[src/rtl/array_div_server.sv]
// array_div_server: 6-lane fixed-point divider sharing one control FSM (radix-2 restoring).
// Latency: done pulses WIDTH+FRAC_BITS+2 enabled cycles after the accepting edge (2 when divisor is 0).
// Backpressure: a start while busy or during the done cycle is dropped, not queued; en=0 freezes everything.
//
// Ports:
//   clk, rst      rising-edge clock, synchronous active-high reset
//   en            clock enable; low holds all state and outputs
//   start         request strobe, accepted only when idle and not in the done cycle
//   dividends     LANES signed fixed-point dividends, captured on accept
//   divisor       common signed fixed-point divisor, captured on accept
//   quotients     LANES results, valid from done and held until the next result
//   busy          high from the cycle after accept until done
//   done          one-cycle result strobe (stretched while en=0)
//   div_by_zero   divisor was zero (updated with done)
//   overflow      per-lane saturation flags (updated with done)
module array_div_server #(
  parameter int WIDTH     = 36,
  parameter int FRAC_BITS = 18,
  parameter int LANES     = 6
) (
  input  logic                         clk,
  input  logic                         rst,
  input  logic                         en,
  input  logic                         start,
  input  logic [LANES-1:0][WIDTH-1:0]  dividends,
  input  logic [WIDTH-1:0]             divisor,
  output logic [LANES-1:0][WIDTH-1:0]  quotients,
  output logic                         busy,
  output logic                         done,
  output logic                         div_by_zero,
  output logic [LANES-1:0]             overflow
);

  localparam int NW = WIDTH + FRAC_BITS;   // numerator / raw quotient width
  localparam int CW = $clog2(NW);

  localparam logic [WIDTH-1:0] ONE     = WIDTH'(1);
  localparam logic [WIDTH-1:0] MAX_MAG = {1'b0, {(WIDTH-1){1'b1}}};
  localparam logic [CW-1:0]    CNT_TOP = CW'(NW - 1);
  localparam logic [CW-1:0]    CNT_ONE = CW'(1);

  typedef enum logic [1:0] {
    S_IDLE,
    S_LOAD,
    S_ITER,
    S_SIGN
  } state_t;

  state_t state, state_nxt;

  logic [CW-1:0]                 cnt;
  logic [LANES-1:0][WIDTH-1:0]   mag_a;    // dividend magnitudes
  logic [WIDTH-1:0]              mag_b;    // divisor magnitude
  logic                          b_zero;
  logic [LANES-1:0]              neg;      // result sign per lane
  // Numerator bits shift out of the top while quotient bits shift in at the
  // bottom, so after the last iteration this register holds the raw quotient.
  // On the divide-by-zero path it still holds |dividend| << FRAC_BITS.
  logic [LANES-1:0][NW-1:0]      num;
  logic [LANES-1:0][WIDTH-1:0]   rem;

  logic                          accept;

  // Per-lane iteration step
  logic [LANES-1:0][WIDTH:0]     rem_sh;
  logic [LANES-1:0]              ge;
  logic [LANES-1:0][WIDTH-1:0]   rem_sub;

  // Per-lane sign/saturation stage
  logic [LANES-1:0]              sat;
  logic [LANES-1:0][WIDTH-1:0]   res_mag;
  logic [LANES-1:0][WIDTH-1:0]   res;

  function automatic logic [WIDTH-1:0] mag_of(input logic [WIDTH-1:0] x);
    // The most negative word maps to 2^(WIDTH-1), still representable unsigned.
    return x[WIDTH-1] ? (~x + ONE) : x;
  endfunction

  // The done cycle is excluded so a requester cannot chain back-to-back
  // without seeing its result first.
  assign accept = en & start & (state == S_IDLE) & ~done;

  // ---------------- FSM ----------------
  always_ff @(posedge clk) begin
    if (rst) begin
      state <= S_IDLE;
    end else if (en) begin
      state <= state_nxt;
    end
  end

  always_comb begin
    state_nxt = state;
    case (state)
      S_IDLE: if (accept) state_nxt = S_LOAD;
      S_LOAD: state_nxt = b_zero ? S_SIGN : S_ITER;
      S_ITER: if (cnt == '0) state_nxt = S_SIGN;
      S_SIGN: state_nxt = S_IDLE;
      default: state_nxt = S_IDLE;
    endcase
  end

  // ---------------- Lane datapath (combinational) ----------------
  always_comb begin
    rem_sh  = '0;
    ge      = '0;
    rem_sub = '0;
    sat     = '0;
    res_mag = '0;
    res     = '0;
    for (int i = 0; i < LANES; i++) begin
      rem_sh[i]  = {rem[i], num[i][NW-1]};
      ge[i]      = (rem_sh[i] >= {1'b0, mag_b});
      // When ge is set the true difference is below mag_b, so the low
      // WIDTH bits of the modular subtraction are the exact remainder.
      rem_sub[i] = rem_sh[i][WIDTH-1:0] - mag_b;

      if (b_zero) begin
        sat[i] = (num[i] != '0);
      end else begin
        sat[i] = |num[i][NW-1:WIDTH-1];
      end
      res_mag[i] = sat[i] ? MAX_MAG : num[i][WIDTH-1:0];
      res[i]     = neg[i] ? (~res_mag[i] + ONE) : res_mag[i];
    end
  end

  // ---------------- Registers ----------------
  always_ff @(posedge clk) begin
    if (rst) begin
      cnt         <= '0;
      mag_a       <= '0;
      mag_b       <= '0;
      b_zero      <= 1'b0;
      neg         <= '0;
      num         <= '0;
      rem         <= '0;
      quotients   <= '0;
      busy        <= 1'b0;
      done        <= 1'b0;
      div_by_zero <= 1'b0;
      overflow    <= '0;
    end else if (en) begin
      done <= 1'b0;
      case (state)
        S_IDLE: begin
          if (accept) begin
            busy   <= 1'b1;
            mag_b  <= mag_of(divisor);
            b_zero <= (divisor == '0);
            for (int i = 0; i < LANES; i++) begin
              mag_a[i] <= mag_of(dividends[i]);
              neg[i]   <= dividends[i][WIDTH-1] ^ divisor[WIDTH-1];
            end
          end
        end
        S_LOAD: begin
          cnt <= CNT_TOP;
          for (int i = 0; i < LANES; i++) begin
            num[i] <= {mag_a[i], {FRAC_BITS{1'b0}}};
            rem[i] <= '0;
          end
        end
        S_ITER: begin
          cnt <= cnt - CNT_ONE;
          for (int i = 0; i < LANES; i++) begin
            num[i] <= {num[i][NW-2:0], ge[i]};
            rem[i] <= ge[i] ? rem_sub[i] : rem_sh[i][WIDTH-1:0];
          end
        end
        S_SIGN: begin
          quotients   <= res;
          overflow    <= sat;
          div_by_zero <= b_zero;
          done        <= 1'b1;
          busy        <= 1'b0;
        end
        default: ;
      endcase
    end
  end

endmodule
[config.mk]
export PLATFORM = sky130hd
export DESIGN_NAME = array_div_server
export DESIGN_NICKNAME = d
export VERILOG_FILES = /design/src/rtl/array_div_server.sv
export SDC_FILE = /design/constraint.sdc
export NUM_CORES = 2
export LEC_CHECK = 0
export ABC_CLOCK_PERIOD_IN_PS = 9250
export CORE_MARGIN = 1
export CORE_UTILIZATION = 60
export DETAILED_ROUTE_END_ITERATION = 16
export PLACE_DENSITY = 0.89
export SETUP_SLACK_MARGIN = 0.4
export SLEW_MARGIN = 30
export SYNTH_ARGS = -nofsm -noshare
export SYNTH_HDL_FRONTEND = slang
export SYNTH_SLANG_ARGS = --single-unit
export TNS_END_PERCENT = 5
[constraint.sdc]
create_clock -name clk -period 9.25 [get_ports clk]
set_input_delay 1.3875 -clock clk [delete_from_list [all_inputs] [get_ports clk]]
set_output_delay 1.3875 -clock clk [all_outputs]
set_load 0.05 [all_outputs]
==> summary.txt <==
Synthesis
  • Main synth FF type: dfxtp_1
  • Syn Area/Cell: 7.84 µm²
  • Sequential share of the synthesized area: 34.2%
  • Top cell type's share of synthesized area: 34.2%
  • Mapped cell area: 60500 µm²
  • Yosys Warn Count: 0
  • Synth area leaders: dfxtp_1 (34%), nor2_1 (5.9%), a211oi_1 (5.8%)
  • Synth Instances: 7713
  • EDFF count, synth: 0
  • FF+latch count, synth: 1032
  • Yosys top cell by area: dfxtp_1
  • Mapped Nets: 8210
  • Post-synth top cells: dfxtp_1 (1032), nor2_1 (954), nand2_1 (776), a21oi_1 (686), o21ai_0 (515)
  • Top-count cell post-synth: dfxtp_1
  • Netlist cell types: 82
  • FFs w/ async S/R, synth: 0%

Critical path
  • Worst Path Buf+Inv: 0
  • Critical path peak fanout: 57
  • Crit path DAT: 7.09 ns
  • Crit Path Class: reg -> reg
  • Worst R2R End: quotients[212]$_SDFFE_PP0P_
  • CP delay by family, top: simple AND/OR/NAND/NOR gates
  • CP required: 9.83 ns
  • Critical path's slowest cell: or4_1
  • Critical path capture point type: flop
  • Cells on worst reg2reg path: 17
  • Crit path top cell by count: nand2_1
  • Crit path launch type: flop
  • Reg-to-reg startpoint: num[295]$_SDFFE_PP0P_
  • Worst setup startpoint: num[295]$_SDFFE_PP0P_
  • Crit-path max cell delay: 0.61 ns
  • R2R setup slack: 2.74 ns
  • CP cell instances: or4_1, or4_1, or3_1, o41ai_1, nand2_4, nor2_1, ha_1, or3b_2, nor4b_2, nand2_1, nor2_1, nand2_1, or3_1, o31ai_1, nor4_1, a21oi_1, nand2_1

Timing
  • Final clock skew: 0.0224 ns
  • Fmax: 0.154 GHz
  • RSZ-0062 raised after global routing: no
  • Setup violations, final: 0
  • Worst relative slew slack: 29.8%
  • Final Slew Violations: 0
  • Final Hold Fails: 0
  • Setup TNS: 0 ns
  • Hold WS: 0.450 ns
  • Pin slew with the least headroom to its limit: 1.04 ns
  • Post-layout minimum cycle time: 6.51 ns
  • Share of the clock period used by the worst path: 70.3%

Floorplanning
  • Die W: 320 µm
  • Row count: 116
  • Die area: 102000 µm²
  • Die height: 320 µm
  • I/O Pins: 481
  • Starting density of the core: 60.5%
  • CORE AREA: 100000 µm²

Clock network
  • Post-CTS Hold Buffers: 0
  • Setup Buffers After CTS: 0
  • TritonCTS Buffers: 108
  • Clk_lat worst skew: 0.72 ns
  • Clock root cell: clkbuf_16
  • H-tree lvl count: 3
  • CTS tree: done
  • Clk slew on worst S/H paths: 0.06 ns
  • Cts repair resizes: 0
  • Worst-case clock buffer depth: 3
  • # clock sinks: 1032

Place
  • Inst Count DP: 8998
  • Dpl hpwl: 126000 µm
  • Dpl cell area: 65500 µm²
  • Routability cong.: 0.941
  • Port Buf Inserts: 480

Global routing
  • Global-route wire length before repair: 296000 µm
  • Initial antenna violation count: 3
  • Vias in the first global route: 55.4k
  • Largest net degree at the start of global routing: 231
  • Aggregate global routing overflow: 0
  • Total GRT Usage: 35.5%

Detailed routing
  • Pre-antenna DRT Iters: 6
  • Drt wl/cell: 20.7 µm
  • Avg Vias per Cell: 6.54
  • 1st-iter DRT viols: 7074
  • DRC: 0
  • Final WL: 191000 µm
  • Final ANT Viol Nets: 0
  • Vias: 60.2k

Run status
  • Status: completed

Job
  • Max Cap Viol: 0

Min path
  • Hold Crit Start: mag_a[178]$_SDFFE_PP0P_
  • Worst Hold Depth: 2
  • Endpoint of the worst hold path: mag_a[178]$_SDFFE_PP0P_
  • Class of the worst hold path: reg -> reg

Layout
  • Layout cell share with drive strength beyond 1: 4.11%
  • Final Instance Area: 69400 µm²
  • Nets: 8312
  • Area grow syn2layout: 14.8%
  • Fin cells: 9202

Pwr
  • Power Density: 213 nW/µm²
  • VDD IR max: 0.209 mV
  • Final Power: 14.8 mW
  • P_leak: 25.6 nW
## metrics by stage
step           util, %  setup slack, ns
6_report          69.4             2.74
3_5_place_dp      65.5             2.93
5_1_grt           69.4             2.47
2_1_floorplan        -             3.71
3_3_place_gp      65.5             2.70
4_1_cts           69.3             2.86
## worst max path at each step
| stage | end | cells past startpoint |
|---|---|---|
| after floorplan | quotients[210]$_SDFFE_PP0P_ | 20 |
| after detailed placement | quotients[210]$_SDFFE_PP0P_ | 17 |
| final | quotients[212]$_SDFFE_PP0P_ | 17 |
| after global placement | quotients[210]$_SDFFE_PP0P_ | 17 |
| after CTS | quotients[212]$_SDFFE_PP0P_ | 17 |
| after global routing | quotients[210]$_SDFFE_PP0P_ | 17 |
## cell type report
| class | instances | area, µm² |
|---|---|---|
| multi-input cells | 5998 | 37500 |
| fillers | 7683 | 30600 |
| repair buffers | 540 | 5420 |
| flip-flops and latches | 1032 | 20700 |
| inverters | 135 | 508 |
| clock buffers | 147 | 3060 |
| diodes | 3 | 7.51 |
| well taps | 1298 | 1620 |
| clock inverters | 49 | 697 |
## flip-flops by register name, summed over array words and instances (netlist names), 2 cells and up
signal	cells
quotients	216
mag_b	36
rem	216
cnt	6
state	2
mag_a	216
neg	6
num	324
overflow	6
## layer usage
layer	vias to the layer above	wire [µm]	track usage, %
met5	-	0	0
met4	0	11000	19.9
met1	28400	76200	46.1
met2	3024	85300	55.9
li1	28300	-	-
met3	567	18100	6.08
## where the power goes
group          leakage [nW]  internal [mW]  switching [mW]  total (mW)
combinational          15.4           1.78            3.24        5.02
clock                  1.83           2.69            1.92        4.62
sequential             8.38           4.81           0.376        5.18
total                  25.6           9.28            5.54        14.8
## placed cells by master (no fill, tap or decap), types with 120 or more instances in the layout
cell / synthesis / layout
nor3_1: 143 / 142
nand2_1: 776 / 773
o21ai_0: 515 / 515
clkdlybuf4s50_1: 0 / 474
a21oi_1: 686 / 685
ha_1: 235 / 234
nand3_1: 177 / 177
dfxtp_1: 1032 / 1032
a21o_1: 120 / 120
inv_1: 132 / 132
mux2i_1: 311 / 311
xor2_1: 302 / 302
nor2_1: 954 / 946
xnor2_1: 140 / 140
a211oi_1: 466 / 466
## worst min-delay path, delay by kind of cell, from the launching register on
| family | cells | cell delay [ns] |
|---|---|---|
| and+or+nand+nor | 1 | 0.05 |
| AOI/OAI and AO/OA | 1 | 0.05 |
| DFF | 1 | 0.31 |
## logic make-up after synthesis
logic type / synth area share (%)
fa+ha+maj: 5.06
mux: 5.20
simple gates: 19.3
buf+inv: 4.24
compound gates: 25.7
flops: 34.2
xor+xnor: 6.40
(Power assumes the default switching activity.)
